File: src/rtl/imm_gen_pipe.sv
// imm_gen_pipe: registered immediate generator behind a 2-entry (output + skid) buffer.
// Optional feature macro IMM_ILLEGAL_CHK_EN adds the out_illegal flag buffered with each item.
module imm_gen_pipe #(
    parameter int XLEN  = 32,
    parameter int TAG_W = 5
) (
    input  logic             clk,
    input  logic             rst_n,
    input  logic             in_valid,
    output logic             in_ready,
    input  logic [24:0]      instruction,
    input  logic [2:0]       sext_op,
    input  logic [TAG_W-1:0] in_tag,
    output logic             out_valid,
    input  logic             out_ready,
`ifdef IMM_ILLEGAL_CHK_EN
    output logic             out_illegal,
`endif
    output logic [XLEN-1:0]  ext_number,
    output logic [TAG_W-1:0] out_tag
);
    localparam logic [2:0] I_UNSIGNED = 3'd0;
    localparam logic [2:0] I_TYPE     = 3'd1;
    localparam logic [2:0] S_TYPE     = 3'd2;
    localparam logic [2:0] B_TYPE     = 3'd3;
    localparam logic [2:0] U_TYPE     = 3'd4;
    localparam logic [2:0] J_TYPE     = 3'd5;
    logic            s;
    logic [31:0]     imm32;
    logic [XLEN-1:0] ext;
    assign s = instruction[24];
    // Every form is first built sign-correct at 32 bits, then sign-extended to XLEN.
    assign imm32 = (sext_op == I_UNSIGNED) ? {20'b0, instruction[24:13]} :
                   (sext_op == I_TYPE)     ? {{20{s}}, instruction[24:13]} :
                   (sext_op == S_TYPE)     ? {{20{s}}, instruction[24:18], instruction[4:0]} :
                   (sext_op == B_TYPE)     ? {{20{s}}, s, instruction[0], instruction[23:18], instruction[4:1]} :
                   (sext_op == U_TYPE)     ? {instruction[24:5], 12'b0} :
                   (sext_op == J_TYPE)     ? {{12{s}}, s, instruction[12:5], instruction[13], instruction[23:14]} :
                   32'b0;
    assign ext = XLEN'($signed(imm32));
`ifdef IMM_ILLEGAL_CHK_EN
    localparam int PW = XLEN + TAG_W + 1;
    logic ill;
    assign ill = (sext_op > J_TYPE) ||
                 ((XLEN == 64) && (sext_op == I_UNSIGNED) && (instruction[24:19] != 6'b0));
    logic [PW-1:0] in_pl, out_pl, skid_pl;
    assign in_pl = {ill, ext, in_tag};
    assign {out_illegal, ext_number, out_tag} = out_pl;
`else
    localparam int PW = XLEN + TAG_W;
    logic [PW-1:0] in_pl, out_pl, skid_pl;
    assign in_pl = {ext, in_tag};
    assign {ext_number, out_tag} = out_pl;
`endif
    logic skid_valid;
    assign in_ready = ~skid_valid;
    // skid_valid implies out_valid, so a pop while full is just out_ready.
    always_ff @(posedge clk or negedge rst_n) begin
        if (!rst_n) begin
            out_valid  <= 1'b0;
            skid_valid <= 1'b0;
            out_pl     <= '0;
            skid_pl    <= '0;
        end else if (skid_valid) begin
            if (out_ready) begin
                out_pl     <= skid_pl;
                skid_valid <= 1'b0;
            end
        end else if (in_valid) begin
            if (!out_valid || out_ready) begin
                out_pl    <= in_pl;
                out_valid <= 1'b1;
            end else begin
                skid_pl    <= in_pl;
                skid_valid <= 1'b1;
            end
        end else if (out_ready) begin
            out_valid <= 1'b0;
        end
    end
endmodule

File: config.mk
export PLATFORM = sky130hd
export DESIGN_NAME = imm_gen_pipe
export DESIGN_NICKNAME = d
export VERILOG_FILES = /design/src/rtl/imm_gen_pipe.sv
export SDC_FILE = /design/constraint.sdc
export NUM_CORES = 1
export LEC_CHECK = 0
export ABC_AREA = 1
export BUFFER_PORTS_ARGS = -buffer_cell sky130_fd_sc_hd__buf_2
export CORE_MARGIN = 4
export CORE_UTILIZATION = 50
export DETAILED_ROUTE_END_ITERATION = 7
export PLACE_DENSITY = 0.76
export SLEW_MARGIN = 10
export SYNTH_ARGS = -nofsm -noshare
export SYNTH_HDL_FRONTEND = slang
export SYNTH_SLANG_ARGS = --single-unit
File: constraint.sdc
create_clock -name clk -period 1.3 [get_ports clk]
set_input_delay 0.13 -clock clk [delete_from_list [all_inputs] [get_ports clk]]
set_output_delay 0.13 -clock clk [all_outputs]
set_load 0.005 [all_outputs]
==> reports/summary.txt, run 1 <==
Failing checks: negative setup slack
Worst hold path class: input port to flip-flop
Worst path bufs/invs: 4
Worst-skew pair later-pin latency: 360 ps
Final min period: 1399 ps
Final WS setup: -99.22 ps
Via density: 5.390
Hold path cells: 3
Core ar.: 7727 µm²
GR Util All Layers: 0.2396
Vias in the first global route: 4006
Yosys cell types: 23
Register area share after synthesis: 0.4774
Slew @ Worst Pin: 425.2 ps
Clock root buffer: clkbuf_8
Largest net degree at the start of global routing: 41
Initial antenna violation count: 0
Slew Limit Fails: 0
Final Hold Vio Count: 0
Most frequent cells in the layout: 231 x nand2_1, 76 x dfrtp_1, 74 x buf_2
Clock Pin Slew Worst Setup and Hold Paths: 100 ps
# DRC: 0
Post-synthesis net count: 598
Required time of the critical path: 1530 ps
Cells after Synth: 561
WL per Instance: 15.07 µm
Max Cap Violations: 0
FF+latch count, synth: 76
Status: finished with violations
Post-DP HPWL: 7165 µm
CP arrival: 1630 ps
Max H-tree Level: 3
Max Clock Skew: 11.98 ps
Initial Util: 0.5155
Die area: 9460 µm²
Grt total ovfl: 0
Initial DRC Count: 292
Setup CP Type: flip-flop to flip-flop
Die X: 97.26 µm
CTS tree: yes
Total CTS buffers: 9
# rows: 32
Fmax: 714.7 MHz
Slew HR: 0.7165
Max Root-Sink Buffers: 2
Final Hold Slack: 79.56 ps
CP max-delay cell: dfrtp_1
Cell Chain, Critical Path: inv_2 -> or2_4 -> nor2_4 -> buf_6 -> buf_12 -> buf_16 -> a31oi_1
Clk sinks: 76
I/O pin cnt: 76
Fin crit share: 1.076
Critical path's top delay family: buffers and inverters
Nets@finish: 692
Mapped Area: 3984 µm²
Critical path depth: 7
Final WL: 11480 µm
Crit-path max FO: 6
Avg Inst Size Synth: 7.101 µm²
Worst vdd ir: 0.0008372 V
First-pass GRT wire length: 18690 µm
Share of layout cells above drive strength 1: 0.2424
Power Dens Cells: 1598 nW/µm²
Worst setup EP type: flip-flop
Startpoint Class: flip-flop
RSZ-0062 raised after global routing: true
First-pass iteration count of the detailed router: 5
Die outline height: 97.26 µm
Most common cell after layout, fill and taps aside: nand2_1
DR vias: 4107
IO Port Bufs: 75
Antenna-violating nets left: 0
Biggest cell delay along the critical path: 370 ps
Final setup fails: 45
Post-synthesis to final-layout area growth: 29.40%
Tot Pwr: 8.235 mW
Worst r2r path cells: 7
Core Util, Final: 0.6671
Ant. Diodes: 0
GP Congestion: 0.8969
Warnings, synthesis: 0
Leakage: 2.806 nW
tightest hold or removal path, delay by kind of cell:
family / cells / cell delay, ps
AO/OA/AOI/OAI: 1 / 90
buffers and inverters: 1 / 110
AND/OR/NAND/NOR: 1 / 80
Yosys cell counts (all sizes together):
library cell | number | share of area
clkbuf | 10 | 0.0094
a31oi | 10 | 0.016
nand4 | 15 | 0.024
dfrtp | 76 | 0.48
or2 | 1 | 0.0016
nand2 | 237 | 0.22
nand3b | 8 | 0.015
buf | 25 | 0.033
nand3 | 22 | 0.028
a21oi | 15 | 0.019
inv | 24 | 0.023
o21ai | 41 | 0.054
o211ai | 1 | 0.0019
nor2 | 74 | 0.071
o22ai | 1 | 0.0016
a41oi | 1 | 0.0022
metal layers:
metal	wire, µm	track usage
met3	775	0.05384
met4	313	0.08094
met2	5527	0.3970
met1	4866	0.3111
met5	0	0
cell type report:
class,instances,area (µm²)
Sequential cell,76,1902
Tap cell,102,127.6
Inverter,24,92.59
Timing Repair Buffer,118,910.9
Clock buffer,10,137.6
Fill cell,602,2572
Clock inverter,6,68.82
Multi-Input combinational cell,426,1916
cell families (layout without fill, tap and decap cells):
family,count (synthesis),after routing,synth area share
AOI/OAI and AO/OA,69,69,0.09454
buffers and inverters,59,158,0.06470
DFF,76,76,0.4774
and+or+nand+nor,357,357,0.3634
timing repair:
item / CTS / global route
endpoints found under the hold margin: 32 / 0
buffers inserted: 3 / 1
pin swaps: 2 / 3
cloned: 2 / 3
setup endpoints to repair: 62 / 76
resized for setup: 21 / 25
hold buffers: 6 / 0
stage by stage:
| stage | instance area [µm²] | setup WS [ps] | cells | TNS, ps |
|---|---|---|---|---|
| finish | 5155 | -99.22 | 762 | -1479 |
| floorplan | 3988 | -18.19 | 561 | -132.1 |
| detailed placement | 4594 | -133.7 | 732 | -1580 |
| CTS | 4995 | -29.61 | 758 | -312.1 |
| global route | 5155 | -125.3 | 762 | -3838 |
| global placement | 4594 | 8.634 | 732 | 0 |
registers in the layout, summed over array words and instances, names as in the netlist:
| signal | flops |
|---|---|
| skid_pl | 37 |
| skid_valid | 1 |
| out_valid | 1 |
| out_pl | 37 |
where the power goes:
part	switching, mW	leakage, nW	internal (mW)	total [mW]
Sequential	0.449	0.946	3.16	3.61
Clock	0.973	0.103	0.954	1.93
Combinational	1.49	1.76	1.21	2.70
path summary, 6_finish.rpt:
check                                  startpoint                       to  slack [ps]
max in group asynchronous                   rst_n    out_pl[1]$_DFFE_PN0P_         540
min                               instruction[22]  skid_pl[13]$_DFFE_PN0P_          80
max                         out_valid$_DFFE_PN0P_  skid_pl[12]$_DFFE_PN0P_        -100
min in group asynchronous                   rst_n  skid_pl[11]$_DFFE_PN0P_         240
max reg2reg                 out_valid$_DFFE_PN0P_  skid_pl[12]$_DFFE_PN0P_        -100
min reg2reg                out_pl[33]$_DFFE_PN0P_   out_pl[33]$_DFFE_PN0P_         480
Power figures use the tool's default switching activity.
==> run 2: changes to the inputs <==
Settings changed: ABC_AREA 1 to unset.
==> reports/summary.txt, run 2 <==
Status: finished with violations
Failing checks: negative setup slack
Post-synthesis mux area share: 0.05429 (+0.05429)
Ant. Diodes: 0 (unchanged)
Max Cap Violations: 0 (unchanged)
Slew HR: 0.6090 (-0.1075)
First-pass iteration count of the detailed router: 5 (unchanged)
Final WL: 10350 µm (-9.9%)
Synth Area in Compound Gates: 0.2665 (+0.1720)
Share of layout cells above drive strength 1: 0.4114 (+0.1690)
Clk sinks: 76 (unchanged)
Regs by FF count: out_pl (37), skid_pl (37)
DP Area: 4444 µm² (-3.3%)
Number of synthesized flops with an enable pin: 0 (unchanged)
Net Sw Power: 2.549 mW (-13%)
Max Clock Skew: 9.047 ps (-2.936 ps)
Synth Flop Type: dfrtp_1
CP max-delay cell: dfrtp_2
FFs w/ async S/R, synth: 1.000 (unchanged)
Synth Area in Adders: 0 (unchanged)
Fmax: 746.9 MHz (+4.5%)
Slew Limit Fails: 0 (unchanged)
Max Root-Sink Buffers: 2 (unchanged)
Final min period: 1339 ps (-60.38 ps)
Post-route cell area: 4999 µm² (-3.0%)
Post-DP HPWL: 6710 µm (-6.4%)
Area leader, netlist: dfrtp_1
Nets@finish: 506 (-27%)
Inst Count DP: 547 (-25%)
Comb power frac: 0.297 (-0.031)
Final Hold Slack: 104.3 ps (+24.70 ps)
Antenna-violating nets left: 0 (unchanged)
Critical path's top delay family: flip-flops
CTS tree: yes
Most common cell after layout, fill and taps aside: dfrtp_1
Clock Pin Slew Worst Setup and Hold Paths: 80 ps (-20 ps)
Area taken by multi-input logic gates: 1822 µm² (-4.9%)
Yosys cell types: 40 (+74%)
Final Non-Filler Cells: 573 (-25%)
Fillers: 562 (-6.6%)
Cells after Synth: 372 (-34%)
# DRC: 0 (unchanged)
Worst setup EP type: flip-flop
Setup CP Type: flip-flop to flip-flop
Worst vdd ir: 0.0009529 V (+14%)
# rows: 31 (-3.1%)
Post-synthesis net count: 409 (-32%)
Worst hold path class: input port to flip-flop
Register area share after synthesis: 0.5002 (+0.02278)
Top-count cell post-synth: dfrtp_1
DR vias: 3250 (-21%)
Post-Synth Simple-Gate Area: 0.1175 (-0.2459)
Commonest cells post-synth: 76 x dfrtp_1, 42 x nand2_1, 39 x o21ai_1, 31 x a21oi_1, 19 x and3_1
Fin crit share: 1.030 (-0.04644)
Worst path bufs/invs: 1 (-3)
Power Dens Cells: 1616 nW/µm² (+1.1%)
Initial antenna violation count: 0 (unchanged)
Tot Pwr: 8.076 mW (-1.9%)
IO Port Bufs: 75 (unchanged)
Initial Util: 0.5187 (+0.003145)
Max H-tree Level: 3 (unchanged)
Post-synth top area share: 0.5002 (+0.02278)
WL per Instance: 18.06 µm (+20%)
Biggest cell delay along the critical path: 490 ps (+120 ps)
Main combinational cell family by area after synthesis: compound AO/OA/AOI/OAI gates
Mapped Area: 3802 µm² (-4.6%)
Post-synthesis to final-layout area growth: 31.46%
Clock share of power: 0.277 (+0.043)
FF+latch count, synth: 76 (unchanged)
Startpoint Class: flip-flop
Final WS setup: -38.84 ps (+60.38 ps)
Final Hold Vio Count: 0 (unchanged)
Avg Inst Size Synth: 10.22 µm² (+44%)
GR Util All Layers: 0.2309 (-0.008673)
Placement Setup Slack: -105.2 ps (+28.55 ps)
FF/Latch Area: 1903 µm² (about the same)
Die X: 95.21 µm (-2.1%)
Largest net degree at the start of global routing: 37 (-9.8%)
Cell Chain, Critical Path: o22ai_4 -> buf_12 -> a221oi_2 -> a21o_1
Power Internal: 5.527 mW (+3.8%)
Vias in the first global route: 3108 (-22%)
I/O pin cnt: 76 (unchanged)
CP arrival: 1580 ps (-50 ps)
Warnings, synthesis: 0 (unchanged)
Xor/xnor share of the synthesized area: 0 (unchanged)
Crit-path max FO: 36 (+30)
Most frequent cells in the layout: 75 x dfrtp_1, 74 x buf_2, 42 x nand2_1
Via density: 5.672 (+5.2%)
Required time of the critical path: 1540 ps (about the same)
Slew @ Worst Pin: 585.2 ps (+160.0 ps)
Sequential Power Share: 0.426 (-0.012)
First-pass GRT wire length: 16070 µm (-14%)
Initial DRC Count: 226 (-23%)
Grt total ovfl: 0 (unchanged)
Total CTS buffers: 9 (unchanged)
Core ar.: 7331 µm² (-5.1%)
GP Congestion: 0.8863 (-1.2%)
Clock root buffer: clkbuf_8
Worst-skew pair later-pin latency: 350 ps (about the same)
Die area: 9064 µm² (-4.2%)
Die outline height: 95.21 µm (-2.1%)
Final setup fails: 25 (-44%)
Sw Share: 0.3156 (-0.03812)
Area contributors post-synth: dfrtp_1 50%, o21ai_1 5.1%, a221oi_2 4.7%, nand2_1 4.1%, a21oi_1 4.1%
Leakage: 2.435 nW (-13%)
RSZ-0062 raised after global routing: true
[run 2: cell count changes after synthesis, sizes merged, moves of 12 or more]
| cell | previous run | this run |
|---|---|---|
| a21o | 0 | 12 |
| a21oi | 15 | 42 |
| a221oi | 0 | 12 |
| a22oi | 0 | 12 |
| and3 | 0 | 19 |
| mux2 | 0 | 13 |
| nand2 | 237 | 42 |
| nand3 | 22 | 1 |
| nand4 | 15 | 1 |
| nor2 | 74 | 7 |
| o21ai | 41 | 54 |
[run 2: cell families after synthesis]
family / after synthesis
flops: 76
compound gates: 146
mux: 19
simple gates: 85
buf+inv: 46
[run 2: worst min-delay path, cell delays in order]
cell,delay [ps]
buf_2,130
inv_1,80
o21ai_0,80
[run 2: final cells by class]
cell class | instances | share of cell area
Clock buffer | 10 | 0.02753
Inverter | 15 | 0.01176
Timing Repair Buffer | 117 | 0.1685
Clock inverter | 6 | 0.02228
Tap cell | 99 | 0.02478
Sequential cell | 76 | 0.3807
Multi-Input combinational cell | 250 | 0.3645
[run 2: metrics by stage]
stage	TNS, ps	util
2_1_floorplan	-491.6	-
3_3_place_gp	-1585	0.6062
3_5_place_dp	-4301	0.6062
4_1_cts	-96.68	0.6528
5_1_grt	-2499	0.6819
6_report	-548.3	0.6819
[run 2: timing repair]
action	4_1_cts	5_1_grt
setup endpoints to repair	72	49
hold endpoints to repair	33	0
setup buffers	1	1
pin swaps	0	1
hold buffers	6	0
gates cloned	0	2
gates resized for setup	6	44
[run 2: per-layer routing]
metal	track usage	vias to the layer above	share of wire
met1	0.3079	1607	0.42
li1	-	1539	-
met2	0.3720	88	0.51
met3	0.04893	16	0.047
met4	0.08293	0	0.020
met5	0	-	0
[run 2: final timing paths]
kind                                       start                      to  slack, ps  cells past startpoint
setup reg to reg            skid_valid$_DFF_PN0_  out_pl[33]$_DFFE_PN0P_        -40                      4
min in group asynchronous                  rst_n  out_pl[29]$_DFFE_PN0P_        250                      2
hold / removal                          in_valid   out_valid$_DFFE_PN0P_        100                      3
setup / recovery            skid_valid$_DFF_PN0_  out_pl[33]$_DFFE_PN0P_        -40                      4
hold reg to reg            out_pl[1]$_DFFE_PN0P_   out_pl[1]$_DFFE_PN0P_        470                      2
max in group asynchronous                  rst_n  out_pl[25]$_DFFE_PN0P_        530                      3
[run 2: power by group through the flow]
stage	logic (mW)	registers [mW]	clock network [mW]
2_1_floorplan	1.22	3.42	0
3_3_place_gp	2.04	3.43	0
3_5_place_dp	2.10	3.46	0
4_1_cts	2.16	3.42	2.27
5_1_grt	2.66	3.52	2.39
6_report	2.40	3.44	2.24
==> run 3: changes to the inputs <==
Settings changed: CELL_PAD_IN_SITES_DETAIL_PLACEMENT set to 0, CELL_PAD_IN_SITES_GLOBAL_PLACEMENT set to 2, CORE_UTILIZATION 50 to 31, PLACE_DENSITY 0.76 to 0.75.
==> reports/summary.txt, run 3 (synthesis results as in run 2) <==
Worst-skew pair later-pin latency: 330 ps (-20 ps)
Grt total ovfl: 0 (unchanged)
Max H-tree Level: 3 (unchanged)
Vias in the first global route: 3392 (+9.1%)
DP Area: 4576 µm² (+3.0%)
Sequential Power Share: 0.396 (-0.030)
Final WS setup: -112.1 ps (-73.28 ps)
Post-DP HPWL: 7244 µm (+8.0%)
Worst vdd ir: 0.0005819 V (-39%)
Die area: 14100 µm² (+56%)
Slew Limit Fails: 0 (unchanged)
Regs by FF count: out_pl (37), skid_pl (37)
Setup CP Type: flip-flop to flip-flop
First-pass iteration count of the detailed router: 4 (-1)
Leakage: 2.603 nW (+6.9%)
Startpoint Class: flip-flop
Worst hold path class: input port to flip-flop
Initial Util: 0.3166 (-0.2021)
CP arrival: 1630 ps (+50 ps)
Setup TNS: -6044 ps (-5496 ps)
Fin crit share: 1.086 (+0.05637)
Max Root-Sink Buffers: 2 (unchanged)
Final min period: 1412 ps (+73.28 ps)
FF/Latch Area: 1903 µm² (unchanged)
Crit-path max FO: 5 (-86%)
Post-synthesis to final-layout area growth: 43.53%
Tot Pwr: 8.695 mW (+7.7%)
Slew @ Worst Pin: 481.0 ps (-104.2 ps)
Most common cell after layout, fill and taps aside: dfrtp_1
RSZ-0062 raised after global routing: true
Final WL: 11380 µm (+10%)
GR Util All Layers: 0.1638 (-0.06715)
Core ar.: 12010 µm² (+64%)
Final Hold Vio Count: 0 (unchanged)
# DRC: 0 (unchanged)
Worst path bufs/invs: 3 (+2)
GP Congestion: 0.7441 (-16%)
CTS tree: yes
Initial DRC Count: 134 (-41%)
Clk sinks: 76 (unchanged)
Antenna-violating nets left: 0 (unchanged)
Reg2reg start: skid_valid$_DFF_PN0_
Worst setup path startpoint: skid_valid$_DFF_PN0_
Cell Chain, Critical Path: buf_4 -> o22ai_4 -> buf_12 -> buf_8 -> mux2_4
Die X: 118.8 µm (+25%)
Fillers: 1158 (+110%)
Share of layout cells above drive strength 1: 0.4622 (+0.05078)
Critical path's top delay family: flip-flops
First-pass GRT wire length: 18330 µm (+14%)
Die outline height: 118.8 µm (+25%)
IO Port Bufs: 75 (unchanged)
Ant. Diodes: 0 (unchanged)
Largest net degree at the start of global routing: 77 (+110%)
WL per Instance: 17.90 µm (-0.91%)
Final setup fails: 73 (+190%)
Max Cap Violations: 0 (unchanged)
Power Internal: 5.961 mW (+7.9%)
Nets@finish: 522 (+3.2%)
Final Hold Slack: 10.44 ps (-93.82 ps)
Failing checks: negative setup slack
CP max-delay cell: dfrtp_2
Clock share of power: 0.287 (+0.010)
Fmax: 708.2 MHz (-5.2%)
Worst hold start: in_tag[0]
DR vias: 3255 (+0.15%)
Status: finished with violations
Post-route cell area: 5458 µm² (+9.2%)
Worst setup EP type: flip-flop
Max Clock Skew: 5.418 ps (-3.628 ps)
Biggest cell delay along the critical path: 430 ps (-60 ps)
Net Sw Power: 2.734 mW (+7.3%)
Area taken by multi-input logic gates: 1934 µm² (+6.2%)
Most frequent cells in the layout: 75 x dfrtp_1, 73 x buf_2, 42 x nand2_1
Sw Share: 0.3144 (-0.001181)
Clock root buffer: clkbuf_16
Total CTS buffers: 9 (unchanged)
Comb power frac: 0.317 (+0.020)
Clock Pin Slew Worst Setup and Hold Paths: 60 ps (-20 ps)
Required time of the critical path: 1510 ps (-30 ps)
Power Dens Cells: 1593 nW/µm² (-1.4%)
I/O pin cnt: 76 (unchanged)
Initial antenna violation count: 0 (unchanged)
Slew HR: 0.6786 (+0.06961)
Via density: 5.118 (-9.8%)
# rows: 40 (+29%)
==> run 3: cell count changes in the layout (fill, tap and decap cells not counted), sizes merged <==
cell         change
buf             +20
dlygate4sd3      -4
bufinv           -2
clkbuf           +1
clkinv           -1
clkinvlp         +1
==> run 3: path summary, 6_finish.rpt <==
kind	end	depth (start not counted)	slack (ps)
setup / recovery	out_pl[16]$_DFFE_PN0P_	5	-110
hold / removal	skid_pl[0]$_DFFE_PN0P_	3	10
setup reg to reg	out_pl[16]$_DFFE_PN0P_	5	-110
hold reg to reg	skid_pl[4]$_DFFE_PN0P_	2	470
max in group asynchronous	skid_valid$_DFF_PN0_	3	590
min in group asynchronous	skid_pl[18]$_DFFE_PN0P_	3	350
==> run 3: power by group through the flow <==
stage | Sequential (mW) | Combinational, mW | Clock [mW]
floorplan | 3.42 | 1.22 | 0
global placement | 3.44 | 2.09 | 0
detailed placement | 3.46 | 2.14 | 0
CTS | 3.43 | 2.53 | 2.55
global route | 3.53 | 3.03 | 2.68
finish | 3.44 | 2.75 | 2.50
==> run 3: worst reg2reg max path, delay by kind of cell, from the launching register on <==
family / cells / cell delay, ps
flip-flops: 1 / 430
buffers and inverters: 3 / 410
multiplexers: 1 / 290
AO/OA/AOI/OAI: 1 / 180
==> run 3: timing repair <==
item | 4_1_cts | 5_1_grt
endpoints found under the hold margin | 77 | 0
pin swaps | 12 | 8
setup buffers | 12 | 1
endpoints found under the setup margin | 65 | 76
hold buffers | 2 | 0
gates resized for setup | 42 | 36
cloned | 5 | 1
==> run 3: metrics by stage <==
step	setup slack [ps]	std cells	util
final	-112.1	636	0.4544
after global routing	-179.5	636	0.4544
after CTS	-101.7	635	0.4361
after detailed placement	-276.3	601	0.3809
after global placement	-242.0	601	0.3809
after floorplan	-17.94	372	-
==> run 3: final cells by class <==
class,instances,share of cell area
Tap cell,147,0.03370
Timing Repair Buffer,133,0.1988
Clock inverter,4,0.009170
Sequential cell,76,0.3487
Clock buffer,11,0.04448
Inverter,15,0.01077
Multi-Input combinational cell,250,0.3544
==> run 3: metal layers <==
layer | GRT usage | vias up | wire (µm)
met5 | 0 | - | 0
met4 | 0.04996 | 0 | 120
met3 | 0.03684 | 8 | 478
li1 | - | 1567 | -
met1 | 0.2318 | 1616 | 5446
met2 | 0.2497 | 64 | 5337
